File: config.mk
export PLATFORM = sky130hd
export DESIGN_NAME = bit_serial_alu_ctrl
export DESIGN_NICKNAME = d
export VERILOG_FILES = /design/src/rtl/bit_serial_alu_ctrl.sv
export SDC_FILE = /design/constraint.sdc
export NUM_CORES = 1
export LEC_CHECK = 0
export ABC_CLOCK_PERIOD_IN_PS = 2100
export CAP_MARGIN = 20
export CORE_UTILIZATION = 45
export CTS_CLUSTER_SIZE = 40
export DETAILED_ROUTE_END_ITERATION = 6
export PLACE_DENSITY_LB_ADDON = 0.15
export SLEW_MARGIN = 20
export SYNTH_ARGS = -nofsm -noshare
export SYNTH_HDL_FRONTEND = slang
export SYNTH_SLANG_ARGS = --single-unit
File: constraint.sdc
create_clock -name clk -period 2.1 [get_ports clk]
set_input_delay 0.21 -clock clk [delete_from_list [all_inputs] [get_ports clk]]
set_output_delay 0.21 -clock clk [all_outputs]
set_load 0.01 [all_outputs]
File: src/rtl/bit_serial_alu_ctrl.sv
// Bit-serial ALU sequencer: runs WIDTH-bit ADD/SUB/AND/OR/NAND/NOR one bit per clock, LSB first.
// Define CMP_SIGNED_EN to make flag2 a two's-complement greater-than instead of unsigned.
module bit_serial_alu_ctrl #(
    parameter int unsigned WIDTH = 8
) (
    input  logic             clk,
    input  logic             reset,
    input  logic             start,
    input  logic [2:0]       opcode,
    input  logic [WIDTH-1:0] input1,
    input  logic [WIDTH-1:0] input2,
    output logic             busy,
    output logic             done,
    output logic [WIDTH-1:0] out,
    output logic             carryout,
    output logic             flag1,
    output logic             flag2,
    output logic             error
);

    localparam int unsigned CntW = $clog2(WIDTH);
    localparam logic [CntW-1:0] LastCnt = CntW'(WIDTH - 1);

    localparam logic [2:0] OpAdd  = 3'b000;
    localparam logic [2:0] OpSub  = 3'b001;
    localparam logic [2:0] OpAnd  = 3'b010;
    localparam logic [2:0] OpOr   = 3'b011;
    localparam logic [2:0] OpNand = 3'b100;
    localparam logic [2:0] OpNor  = 3'b101;

    typedef enum logic [1:0] {
        StIdle,
        StRun,
        StDone
    } state_e;

    state_e           state_q, state_d;
    logic [CntW-1:0]  cnt_q, cnt_d;
    logic             carry_q, carry_d;
    logic             gt_q, gt_d;
    logic             any_one_q, any_one_d;
    logic [2:0]       op_q, op_d;
    logic [WIDTH-1:0] a_q, a_d;
    logic [WIDTH-1:0] b_q, b_d;
    logic [WIDTH-1:0] res_q, res_d;
    logic [WIDTH-1:0] out_q, out_d;
    logic             carryout_q, carryout_d;
    logic             flag1_q, flag1_d;
    logic             flag2_q, flag2_d;
    logic             error_q, error_d;

    logic a_bit, b_bit, bit_r, bit_c, gt_next, flag2_fin;
    logic op_legal;

    // Operands shift right each cycle, so the current bit is always at position 0.
    assign a_bit    = a_q[0];
    assign b_bit    = b_q[0];
    assign op_legal = (opcode <= OpNor);

    always_comb begin
        bit_r = 1'b0;
        bit_c = 1'b0;
        case (op_q)
            OpAdd: begin
                bit_r = a_bit ^ b_bit ^ carry_q;
                bit_c = (a_bit & b_bit) | (carry_q & (a_bit ^ b_bit));
            end
            OpSub: begin
                bit_r = a_bit ^ b_bit ^ carry_q;
                bit_c = (~a_bit & b_bit) | (carry_q & ~(a_bit ^ b_bit));
            end
            OpAnd:   bit_r = a_bit & b_bit;
            OpOr:    bit_r = a_bit | b_bit;
            OpNand:  bit_r = ~(a_bit & b_bit);
            OpNor:   bit_r = ~(a_bit | b_bit);
            default: bit_r = 1'b0;
        endcase
    end

    assign gt_next = (a_bit & ~b_bit) | (gt_q & ~(a_bit ^ b_bit));

`ifdef CMP_SIGNED_EN
    // On the last bit a_bit/b_bit are the sign bits; differing signs decide the compare.
    assign flag2_fin = (a_bit ^ b_bit) ? (~a_bit & b_bit) : gt_next;
`else
    assign flag2_fin = gt_next;
`endif

    always_comb begin
        state_d    = state_q;
        cnt_d      = cnt_q;
        carry_d    = carry_q;
        gt_d       = gt_q;
        any_one_d  = any_one_q;
        op_d       = op_q;
        a_d        = a_q;
        b_d        = b_q;
        res_d      = res_q;
        out_d      = out_q;
        carryout_d = carryout_q;
        flag1_d    = flag1_q;
        flag2_d    = flag2_q;
        error_d    = error_q;

        unique case (state_q)
            StIdle: begin
                if (start) begin
                    op_d = opcode;
                    if (op_legal) begin
                        a_d       = input1;
                        b_d       = input2;
                        cnt_d     = '0;
                        carry_d   = 1'b0;
                        gt_d      = 1'b0;
                        any_one_d = 1'b0;
                        res_d     = '0;
                        state_d   = StRun;
                    end else begin
                        out_d      = '0;
                        carryout_d = 1'b0;
                        flag1_d    = 1'b0;
                        flag2_d    = 1'b0;
                        error_d    = 1'b1;
                        state_d    = StDone;
                    end
                end
            end
            StRun: begin
                a_d       = a_q >> 1;
                b_d       = b_q >> 1;
                carry_d   = bit_c;
                gt_d      = gt_next;
                any_one_d = any_one_q | bit_r;
                res_d     = {bit_r, res_q[WIDTH-1:1]};
                if (cnt_q == LastCnt) begin
                    cnt_d      = '0;
                    out_d      = {bit_r, res_q[WIDTH-1:1]};
                    carryout_d = bit_c;
                    flag1_d    = ~(any_one_q | bit_r);
                    flag2_d    = flag2_fin;
                    error_d    = 1'b0;
                    state_d    = StDone;
                end else begin
                    cnt_d = cnt_q + 1'b1;
                end
            end
            StDone:  state_d = StIdle;
            default: state_d = StIdle;
        endcase
    end

    always_ff @(posedge clk or posedge reset) begin
        if (reset) begin
            state_q    <= StIdle;
            cnt_q      <= '0;
            carry_q    <= 1'b0;
            gt_q       <= 1'b0;
            any_one_q  <= 1'b0;
            op_q       <= '0;
            a_q        <= '0;
            b_q        <= '0;
            res_q      <= '0;
            out_q      <= '0;
            carryout_q <= 1'b0;
            flag1_q    <= 1'b0;
            flag2_q    <= 1'b0;
            error_q    <= 1'b0;
        end else begin
            state_q    <= state_d;
            cnt_q      <= cnt_d;
            carry_q    <= carry_d;
            gt_q       <= gt_d;
            any_one_q  <= any_one_d;
            op_q       <= op_d;
            a_q        <= a_d;
            b_q        <= b_d;
            res_q      <= res_d;
            out_q      <= out_d;
            carryout_q <= carryout_d;
            flag1_q    <= flag1_d;
            flag2_q    <= flag2_d;
            error_q    <= error_d;
        end
    end

    assign busy     = (state_q == StRun);
    assign done     = (state_q == StDone);
    assign out      = out_q;
    assign carryout = carryout_q;
    assign flag1    = flag1_q;
    assign flag2    = flag2_q;
    assign error    = error_q;

endmodule

==> results.cfg <==
[power_and_ir_drop]
clockPowerShare_pct = 17.9
p_sw_share_pct = 35.7
combPwrFrac_pct = 40.6
p_switching_mw = 1.32
pwr_density_cell_mw_per_mm2 = 1430
seq_power_share_pct = 41.5
ir_worst_vdd_uv = 570
intPower_mw = 2.37
p_leak_nw = 1.16

[layout]
diodes = 0
final_cell_mix = dfrtp_1 (46), clkdlybuf4s50_1 (35), nand2_1 (28), o21ai_1 (21), a22o_1 (16)
syn2layout_area_growth_pct = 23.9
nNetsFinal = 244
final_common_cell = dfrtp_1
finalInstanceArea_sq_mm = 0.00258
drive_gt1_share_pct = 7.87

[synth]
syn_area_per_cell_sq_um = 11.7
seq_area_frac_synth_pct = 55.2
synthTopCellsByArea = dfrtp_1 (55%), mux2i_1 (7.2%), a22o_1 (6.7%), nand2_1 (5.0%), o21ai_1 (5.0%)
yosys.area.top_type = dfrtp_1
yosysUniqueCellTypes = 31
syn-cell-area_sq_mm = 0.00208
syn-num-nets = 207
ys_ff_latch = 46
yosysTopAreaCellShare_pct = 55.2
yosys_warnings = 0
synthCells = 178

[floorplanning]
initial_core_util_pct = 47.2
coreArea_sq_mm = 0.00441
ios = 36
row_count = 24
fp.dieW_microns = 70.1
die_h_microns = 70.1
die-area_sq_mm = 0.00491

[placed_design]
post_dp_cell_area_sq_mm = 0.00247
gp_congestion = 0.782
post-dp-hpwl_microns = 2680
port-buffer-count = 35

[worst_setup_path]
path_delay_family = buffers and inverters
cp.arrival_ns = 1.69
critPathMaxFanout = 14
cp_num_buf_inv = 2
cp.required_ns = 1.89
crit_slowest_cell = clkdlybuf4s50_1
crit_chain = nand2b_2 > inv_6 > clkdlybuf4s50_1
start_kind = flip-flop
end_kind = output pin
critPathMaxStageDelay_ns = 0.55
worstSetupPathType = flip-flop to output pin

[cts]
cts_tree = built
cts_root_buffer = clkbuf_8
clockBufferDepth = 2
cts_max_level = 2
path_clk_slew_ns = 0.09
cts_buffers = 5
post_cts_buffers = 0
clock_latency_ns = 0.31
holdBufCountCts = 0
postCtsResizedCells = 0
clock-sinks = 46

[sta]
finalSetupViolCount = 0
tightestPinTransition_ns = 0.588
finalHoldViolations = 0
fin_skew_ns = 0.00666
slew-limit-headroom_pct = 60.6
fin_crit_sh_pct = 90.3
slew_violations = 0
grt_setup_unrepaired = false
finalCriticalPeriod_ns = 1.90
fmax_mhz = 527
tns_ns = 0

[route]
drc_errors = 0
drt-pass1-iter-count = 4
wire_per_inst_microns = 14.5
wirelength_microns = 3900
vias = 1459
drtIter0Drc = 64
vias_per_cell = 5.44
postRouteAntennaNets = 0

[grt]
overflow = 0
grt_pass1_vias = 1395
grt_max_degree = 43
grt_usage_pct = 17.7
antenna_found_initial = 0
grt_pass1_wl_microns = 6630

[job]
cap_violations = 0

[hold_path]
min_path_type = input pin to asynchronous set/reset pin

[status]
status = finished, final reports clean
==> synthesized netlist by cell type (all sizes together) <==
cell type and n:
o21ai 25, a21boi 1, a32o 2, nand3 2, o31ai 1, and2 1, a21o 1, buf 8
a22o 16, a221o 1, nand2b 1, a41oi 1, fa 2, nor3b 1, inv 9, dfrtp 46
mux2 3, a21oi 1, ha 5, nand4b 1, mux2i 15, nand2 29, nor2 5, o211a 1
==> worst paths after layout <==
path / from / end / slack [ns] / depth (start not counted)
worst max-delay path: state_q[1] / busy / 0.20 / 3
worst max register to register: a_q[0] / flag1 / 0.37 / 4
min in group clk: carry_q / carry_q / 0.48 / 2
max in group asynchronous: reset / carryout / 1.39 / 3
worst min register to register: carry_q / carry_q / 0.48 / 2
worst min-delay path: reset / a_q[4] / 0.20 / 2
==> power groups by stage <==
stage                     Sequential [mW]  Combinational (mW)  Clock, mW
after floorplan                      1.52                1.08          0
after global placement               1.53                1.46          0
after detailed placement             1.55                1.51          0
after CTS                            1.53                1.52      0.671
after global routing                 1.58                1.67      0.710
final                                1.53                1.50      0.658
==> layout make-up <==
| cell class | count | area (sq um) |
|---|---|---|
| fillers | 355 | 1830 |
| flip-flops and latches | 46 | 1150 |
| multi-input cells | 115 | 821 |
| repair buffers | 38 | 398 |
| clock buffers | 6 | 72.6 |
| well taps | 52 | 65.1 |
| inverters | 9 | 38.8 |
| clock inverters | 2 | 37.5 |
==> state kept, by name, indices dropped and copies added, names as in the netlist <==
name	count
state_q	2
out	8
gt_q	1
carry_q	1
flag2	1
flag1	1
a_q	8
cnt_q	3
op_q	3
carryout	1
any_one_q	1
res_q	7
b_q	8
error	1
==> cell families (layout without fill, tap and decap cells) <==
| group | after synthesis | in the layout | synth area share [%] |
|---|---|---|---|
| multiplexers | 18 | 18 | 8.82 |
| AND/OR/NAND/NOR | 40 | 40 | 8.82 |
| buffers and inverters | 17 | 55 | 5.40 |
| adder cells (fa/ha/maj) | 7 | 7 | 4.92 |
| AO/OA/AOI/OAI | 50 | 50 | 16.8 |
| flip-flops | 46 | 46 | 55.2 |
==> per-layer routing <==
| layer | global-route usage (%) | vias up | wire, microns |
|---|---|---|---|
| li1 | - | 701 | - |
| met1 | 25.0 | 712 | 1970 |
| met2 | 26.1 | 39 | 1680 |
| met3 | 5.48 | 7 | 180 |
| met4 | 6.00 | 0 | 71 |
| met5 | 0 | - | 0 |
==> metrics by stage <==
| stage | worst slack, ns | cells | hold WS (ns) | total power, mW | utilization (%) |
|---|---|---|---|---|---|
| global route | 0.129 | 268 | 0.230 | 3.96 | 58.5 |
| floorplan | 0.477 | 178 | 0.343 | 2.61 | - |
| CTS | 0.202 | 268 | 0.210 | 3.72 | 58.5 |
| finish | 0.204 | 268 | 0.198 | 3.68 | 58.5 |
| detailed placement | 0.361 | 260 | 0.465 | 3.05 | 56.0 |
| global placement | 0.407 | 260 | 0.468 | 2.99 | 56.0 |
Power figures use the tool's default switching activity.
